[src/rtl/alu_flag_branch_unit.sv]
// Registers the Z/V/N flags produced by the 16-bit ALU and resolves conditional
// branches against them, with optional same-cycle flag forwarding.
module alu_flag_branch_unit #(
  parameter bit FWD_EN   = 1'b1,
  parameter int NUM_COND = 8
) (
  input  logic        clk,
  input  logic        rst,
  input  logic        flag_wr_en,
  input  logic [2:0]  alu_op,
  input  logic        alu_z,
  input  logic        alu_v,
  input  logic        alu_n,
  input  logic        hold,
  input  logic        br_valid,
  input  logic [2:0]  br_cond,
  output logic [2:0]  flags_q,
  output logic        br_resp_valid,
  output logic        br_taken,
  output logic [15:0] br_cnt
);

  logic                updAll;
  logic                updZ;
  logic                wrZ;
  logic                wrVN;
  logic [2:0]          flags_d;
  logic [2:0]          effFlags;
  logic                effZ;
  logic                effV;
  logic                effN;
  logic [NUM_COND-1:0] condVec;
  logic                condTaken;
  logic [15:0]         cnt_d;

  // ADD/SUB write all three flags; XOR and the shift/rotate group write only Z.
  always_comb begin
    updAll  = (alu_op == 3'b000) || (alu_op == 3'b001);
    updZ    = updAll || (alu_op == 3'b010) || (alu_op[2] && (alu_op != 3'b111));
    wrZ     = flag_wr_en && updZ;
    wrVN    = flag_wr_en && updAll;
    flags_d = {wrZ  ? alu_z : flags_q[2],
               wrVN ? alu_v : flags_q[1],
               wrVN ? alu_n : flags_q[0]};
  end

  always_comb begin
    effFlags = FWD_EN ? flags_d : flags_q;
    effZ     = effFlags[2];
    effV     = effFlags[1];
    effN     = effFlags[0];
  end

  always_comb begin
    condVec    = '0;
    condVec[0] = !effZ;
    condVec[1] = effZ;
    condVec[2] = !effZ && !effN;
    condVec[3] = effN;
    condVec[4] = effZ || (!effZ && !effN);
    condVec[5] = effN || effZ;
    condVec[6] = effV;
    condVec[7] = 1'b1;
    condTaken  = condVec[br_cond];
  end

  // Taken-branch counter saturates rather than wrapping.
  always_comb begin
    cnt_d = br_cnt;
    if (br_valid && condTaken && (br_cnt != 16'hFFFF)) begin
      cnt_d = br_cnt + 16'd1;
    end
  end

  always_ff @(posedge clk) begin
    if (rst) begin
      flags_q       <= 3'b000;
      br_resp_valid <= 1'b0;
      br_taken      <= 1'b0;
      br_cnt        <= 16'd0;
    end else if (!hold) begin
      flags_q       <= flags_d;
      br_resp_valid <= br_valid;
      br_taken      <= br_valid && condTaken;
      br_cnt        <= cnt_d;
    end
  end

endmodule
[config.mk]
export PLATFORM = sky130hd
export DESIGN_NAME = alu_flag_branch_unit
export DESIGN_NICKNAME = d
export VERILOG_FILES = /design/src/rtl/alu_flag_branch_unit.sv
export SDC_FILE = /design/constraint.sdc
export NUM_CORES = 1
export LEC_CHECK = 0
export CELL_PAD_IN_SITES_DETAIL_PLACEMENT = 0
export CELL_PAD_IN_SITES_GLOBAL_PLACEMENT = 1
export CORE_MARGIN = 8
export CORE_UTILIZATION = 33
export DETAILED_ROUTE_END_ITERATION = 12
export GPL_TIMING_DRIVEN = 0
export PLACE_DENSITY = 0.89
export SLEW_MARGIN = 20
export SYNTH_ARGS = -nofsm -noshare
export SYNTH_HDL_FRONTEND = slang
export SYNTH_SLANG_ARGS = --single-unit
export TNS_END_PERCENT = 30
[constraint.sdc]
create_clock -name clk -period 2.9 [get_ports clk]
set_input_delay 0.58 -clock clk [delete_from_list [all_inputs] [get_ports clk]]
set_output_delay 0.58 -clock clk [all_outputs]
set_load 0.01 [all_outputs]
# == After elaboration in Yosys (flattened, before gate mapping) ==
# Cells that the tools add are included.
# word_totals
word_cells,31
output_inout_bits,21
reg_bits,21
inputBits,14
# classes
n_reduce_logical,15
order_cmp,1
bitwise_logic,1
mux,5
eq_ne,4
add_sub_neg,1
# op_table
cell,count
16-bit by 1-bit adder with 16-bit output (second input constant),1
16-bit inequality test (second input constant),1
1-bit logical AND,6
1-bit logical OR,5
3-bit by 4-bit < comparator with 1-bit output (second input constant),1
1-bit 2-to-1 mux,4
1-bit binary-select mux with 3-bit select,1
3-bit by 1-bit equality test with 1-bit output (second input constant),1
3-bit by 2-bit equality test with 1-bit output (second input constant),1
3-bit logical NOT,1
3-bit inequality test (second input constant),1
1-bit logical NOT,2
2-bit AND reduction,1
1-bit NOT,1

# == Logic depth before layout (Yosys ltp) ==
# logic_depth
ltp_word,14
ltp_mapped,8
ltp_nobuf,7

# == Least setup slack after synthesis ==
# OpenSTA, ideal clock, no wires.
# synth_path
kind,in2reg
startpoint,input port alu_op[1]
endpoint,register br_cnt[3]
path_buffers,0
arrival_ns,2.184
stages,7
path_slack_ns,0.593
path_cell_list,nor3b_4 -> mux2i_1 -> mux2_2 -> o31a_1 -> a21boi_4 -> nand4_1 -> mux2_1
# synth_via
elab_chain_len,14
word_cells_on_any_way,23
cone_classes,eq/ne: 3; mux: 5; reduce/logical: 15
# synth_lines
item,line_no,rtl
"start, declared",10,"input logic [2:0] alu_op,"
3-bit by 1-bit equality test with 1-bit output / 3-bit logical NOT (equally long branches),38,updAll = (alu_op == 3'b000) || (alu_op == 3'b001);
1-bit logical OR,38,
1-bit logical OR (2 in series),39,updZ = updAll || (alu_op == 3'b010) || (alu_op[2] && (alu_op != 3'b111));
1-bit logical AND,40,wrZ = flag_wr_en && updZ;
1-bit 2-to-1 mux,42,"flags_d = {wrZ ? alu_z : flags_q[2],"
1-bit logical NOT,"56, 58, 60",
1-bit logical AND,"58, 60",
1-bit logical OR,60,condVec[4] = effZ || (!effZ && !effN);
1-bit binary-select mux with 3-bit select (*),64,condTaken = condVec[br_cond];
1-bit 2-to-1 mux (not written as such) (*),64,
1-bit logical AND (*) (2 in series),70,if (br_valid && condTaken && (br_cnt != 16'hFFFF)) begin
2-bit AND reduction (no source line) (*),n/a,
"end signal, assigned",85,br_cnt <= cnt_d;
"end, declared",20,output logic [15:0] br_cnt
# Mark *: on every way between the ends. The rest lies on a longest branch, timed or not. The select of a mux whose other input is x is not followed.
# A chain may end at the register's enable or synchronous reset.

# == Worst setup path in the final report ==
# layout_path
startpoint,input port alu_op[1]
endpoint,register br_cnt[2]
# Same word-level chain as after synthesis.

==> results.json <==
{
  "status": "finished, final reports clean",
  "die_area_sq_um": 5570,
  "r2r-end": "br_cnt[2]$_SDFFE_PP0P_",
  "tightest_slew_ns": 0.485,
  "gr-usage-all-layers_pct": 10.8,
  "drc": 0,
  "worstSetupStartpointType": "primary input",
  "synthCells": 129,
  "holdPathStages": 2,
  "die_x_um": 74.6,
  "p_per_area_nw_per_um2": 329,
  "comb_power_share_pct": 14.8,
  "io_pins": 35,
  "grt_pass1_wl_um": 4750,
  "hpwlAfterDp_um": 2280,
  "critPathMaxStageDelay_ns": 0.46,
  "min_from": "br_resp_valid$_SDFFE_PP0N_",
  "critPathSlowestCell": "clkdlybuf4s50_1",
  "grt_pass1_vias": 1078,
  "dp.cells": 209,
  "fin_util_pct": 47.1,
  "power.switching_w": 0.000127,
  "ant_nets": 0,
  "cts_buffers": 3,
  "drive_above_1_share_pct": 7.19,
  "fin_crit_ns": 2.68,
  "die_y_um": 74.6,
  "holdBufCountCts": 0,
  "drt_iter0_drc": 18,
  "internal_power_w": 0.000386,
  "io_buffers": 34,
  "clockBufferDepth": 2,
  "cp-end-kind": "register",
  "finalHoldViolations": 0,
  "pwr-share-seq_pct": 57.7,
  "min_period_over_period_pct": 92.4,
  "place_congestion": 0.724,
  "worstSetupPathType": "in2reg",
  "overflow": 0,
  "cts_max_level": 1,
  "ys_ff_latch": 21,
  "post_cts_resize_count": 0,
  "slew_violations": 0,
  "finalSetupViolCount": 0,
  "rsz0062_at_grt": "no",
  "via_per_inst": 5.09,
  "routed_wl_um": 2920,
  "slew_headroom_pct": 67.7,
  "path_cells": "clkdlybuf4s50_1 > a21boi_0 > mux2i_1 > mux2_2 > o31a_1 > a21boi_4 > buf_6 > a21oi_1 > a31o_2",
  "row_count": 21,
  "swShare_pct": 24.8,
  "layout_common_cells": "clkdlybuf4s50_1, nor2_1, dfxtp_1",
  "cts_num_sinks": 21,
  "fin_worst_skew_ns": 0.00740,
  "start_util_pct": 34.2,
  "rr_startpoint": "br_cnt[8]$_SDFFE_PP0P_",
  "avgSynthCellArea_sq_um": 8.79,
  "cts.clk_slew.worst_paths_ns": 0.12,
  "crit_arrival_ns": 2.88,
  "postCtsSetupRepairBufs": 0,
  "ys_seq_area_share_pct": 37.1,
  "fmax_mhz": 373,
  "worstPathRequired_ns": 3.10,
  "ys.warnings.count": 0,
  "holdPathEnd": "br_resp_valid$_SDFFE_PP0N_",
  "pwr-share-clk_pct": 27.5,
  "grt_max_degree": 12,
  "clock_latency_ns": 0.30,
  "final_cell_count_no_fill": 213,
  "antenna_found_initial": 0,
  "routedWlPerCell_um": 13.7,
  "cts_tree": "done",
  "cap_violations": 0,
  "syn_nets": 144,
  "vias": 1084,
  "dr.pass1.iters": 4,
  "critPathMaxFanout": 10,
  "power.ir.vdd_worst_mv": 0.160,
  "core_sq_um": 3310,
  "synth_area_sq_um": 1130,
  "final_common_cell": "clkdlybuf4s50_1",
  "hold_path.class": "reg2reg",
  "cts-root-buf": "clkbuf_4",
  "r2r_slack_ns": 0.73,
  "p_leak_nw": 0.585,
  "r2r_cells": 8,
  "ys_types": 30,
  "antenna_cells": 0,
  "final_net_count": 183,
  "area_delta_synth_final_pct": 37.4
}
==> registers in the layout, indices dropped and copies added (netlist names) <==
signal,count
flags_q,3
br_taken,1
br_cnt,16
br_resp_valid,1
==> metal layers <==
| metal | part of all wire (%) | global-route usage, % | vias to the layer above |
|---|---|---|---|
| met2 | 44 | 18.1 | 37 |
| met5 | 0 | 0 | - |
| met1 | 46 | 12.1 | 513 |
| met4 | 0.99 | 4.57 | 0 |
| met3 | 8.8 | 3.73 | 4 |
| li1 | - | - | 530 |
==> final cells by class <==
cell class / count / area (sq um)
Buffer: 4 / 22.5
Clock buffer: 4 / 26.3
Fill cell: 333 / 1750
Inverter: 5 / 18.8
Multi-Input combinational cell: 99 / 672
Sequential cell: 21 / 420
Tap cell: 46 / 57.6
Timing Repair Buffer: 34 / 340
==> critical path: cells and delay by family <==
family                 cells  cell delay (ns)
multiplexers               2             0.47
buffers and inverters      2             0.67
AO/OA/AOI/OAI              5             1.17
==> cells by family (layout without fill, tap and decap cells) <==
family | after synthesis | in the layout | share of synthesized area (%)
AND/OR/NAND/NOR | 62 | 62 | 29.0
flip-flops | 21 | 21 | 37.1
AO/OA/AOI/OAI | 17 | 17 | 11.4
multiplexers | 17 | 17 | 16.2
buffers and inverters | 9 | 47 | 3.64
XOR/XNOR | 2 | 2 | 1.55
adder cells (fa/ha/maj) | 1 | 1 | 1.10
==> power by group through the flow <==
stage / Clock [W] / Combinational [W] / Sequential [W]
floorplan: 0 / 0.0000365 / 0.000304
global placement: 0 / 0.0000743 / 0.000302
detailed placement: 0 / 0.0000767 / 0.000302
CTS: 0.000149 / 0.0000773 / 0.000296
global route: 0.000156 / 0.0000839 / 0.000297
finish: 0.000141 / 0.0000760 / 0.000296
==> synth_stat cells, drive strengths merged <==
| library cell | n | area [sq um] |
|---|---|---|
| nand3 | 8 | 40.0 |
| clkbuf | 3 | 11.3 |
| nor2b | 12 | 75.1 |
| buf | 1 | 11.3 |
| dfxtp | 21 | 420 |
| nand2b | 3 | 18.8 |
| a22oi | 1 | 7.51 |
| a21oi | 6 | 30.0 |
| a31oi | 1 | 6.26 |
| nand4 | 7 | 43.8 |
| and2 | 1 | 6.26 |
| mux2i | 6 | 60.1 |
| nor3b | 1 | 18.8 |
| o211ai | 2 | 15.0 |
| a31o | 2 | 17.5 |
| and4 | 1 | 8.76 |
| xnor2 | 2 | 17.5 |
| nand2 | 4 | 15.0 |
| mux2 | 11 | 124 |
| nand3b | 1 | 7.51 |
| nor2 | 22 | 82.6 |
| and3 | 2 | 12.5 |
| a21bo | 1 | 10.0 |
| a21boi | 2 | 26.3 |
| ha | 1 | 12.5 |
| o31a | 1 | 8.76 |
| a21o | 1 | 7.51 |
| inv | 5 | 18.8 |
==> stage by stage <==
step	worst slack (ns)	hold WS, ns	TNS [ns]	cell area [sq um]	power (W)
after floorplan	0.593	0.487	0	1130	0.000340
after global placement	-0.0719	0.458	-0.558	1530	0.000376
after detailed placement	-0.113	0.459	-1.15	1530	0.000379
after CTS	0.215	0.477	0	1560	0.000522
after global routing	0.116	0.517	0	1560	0.000537
final	0.221	0.475	0	1560	0.000512
==> worst max path at each step <==
stage                                         end  slack, ns  startpoint  depth (start not counted)
after detailed placement   br_cnt[2]$_SDFFE_PP0P_      -0.11   alu_op[1]                          9
after floorplan            br_cnt[3]$_SDFFE_PP0P_       0.59   alu_op[1]                          7
after global placement    br_cnt[14]$_SDFFE_PP0P_      -0.07  flag_wr_en                          8
after global routing       br_cnt[9]$_SDFFE_PP0P_       0.12   alu_op[1]                          8
final                      br_cnt[2]$_SDFFE_PP0P_       0.22   alu_op[1]                          9
after CTS                  br_cnt[2]$_SDFFE_PP0P_       0.21   alu_op[1]                          9
No activity file was read; power rests on OpenSTA's default activity.
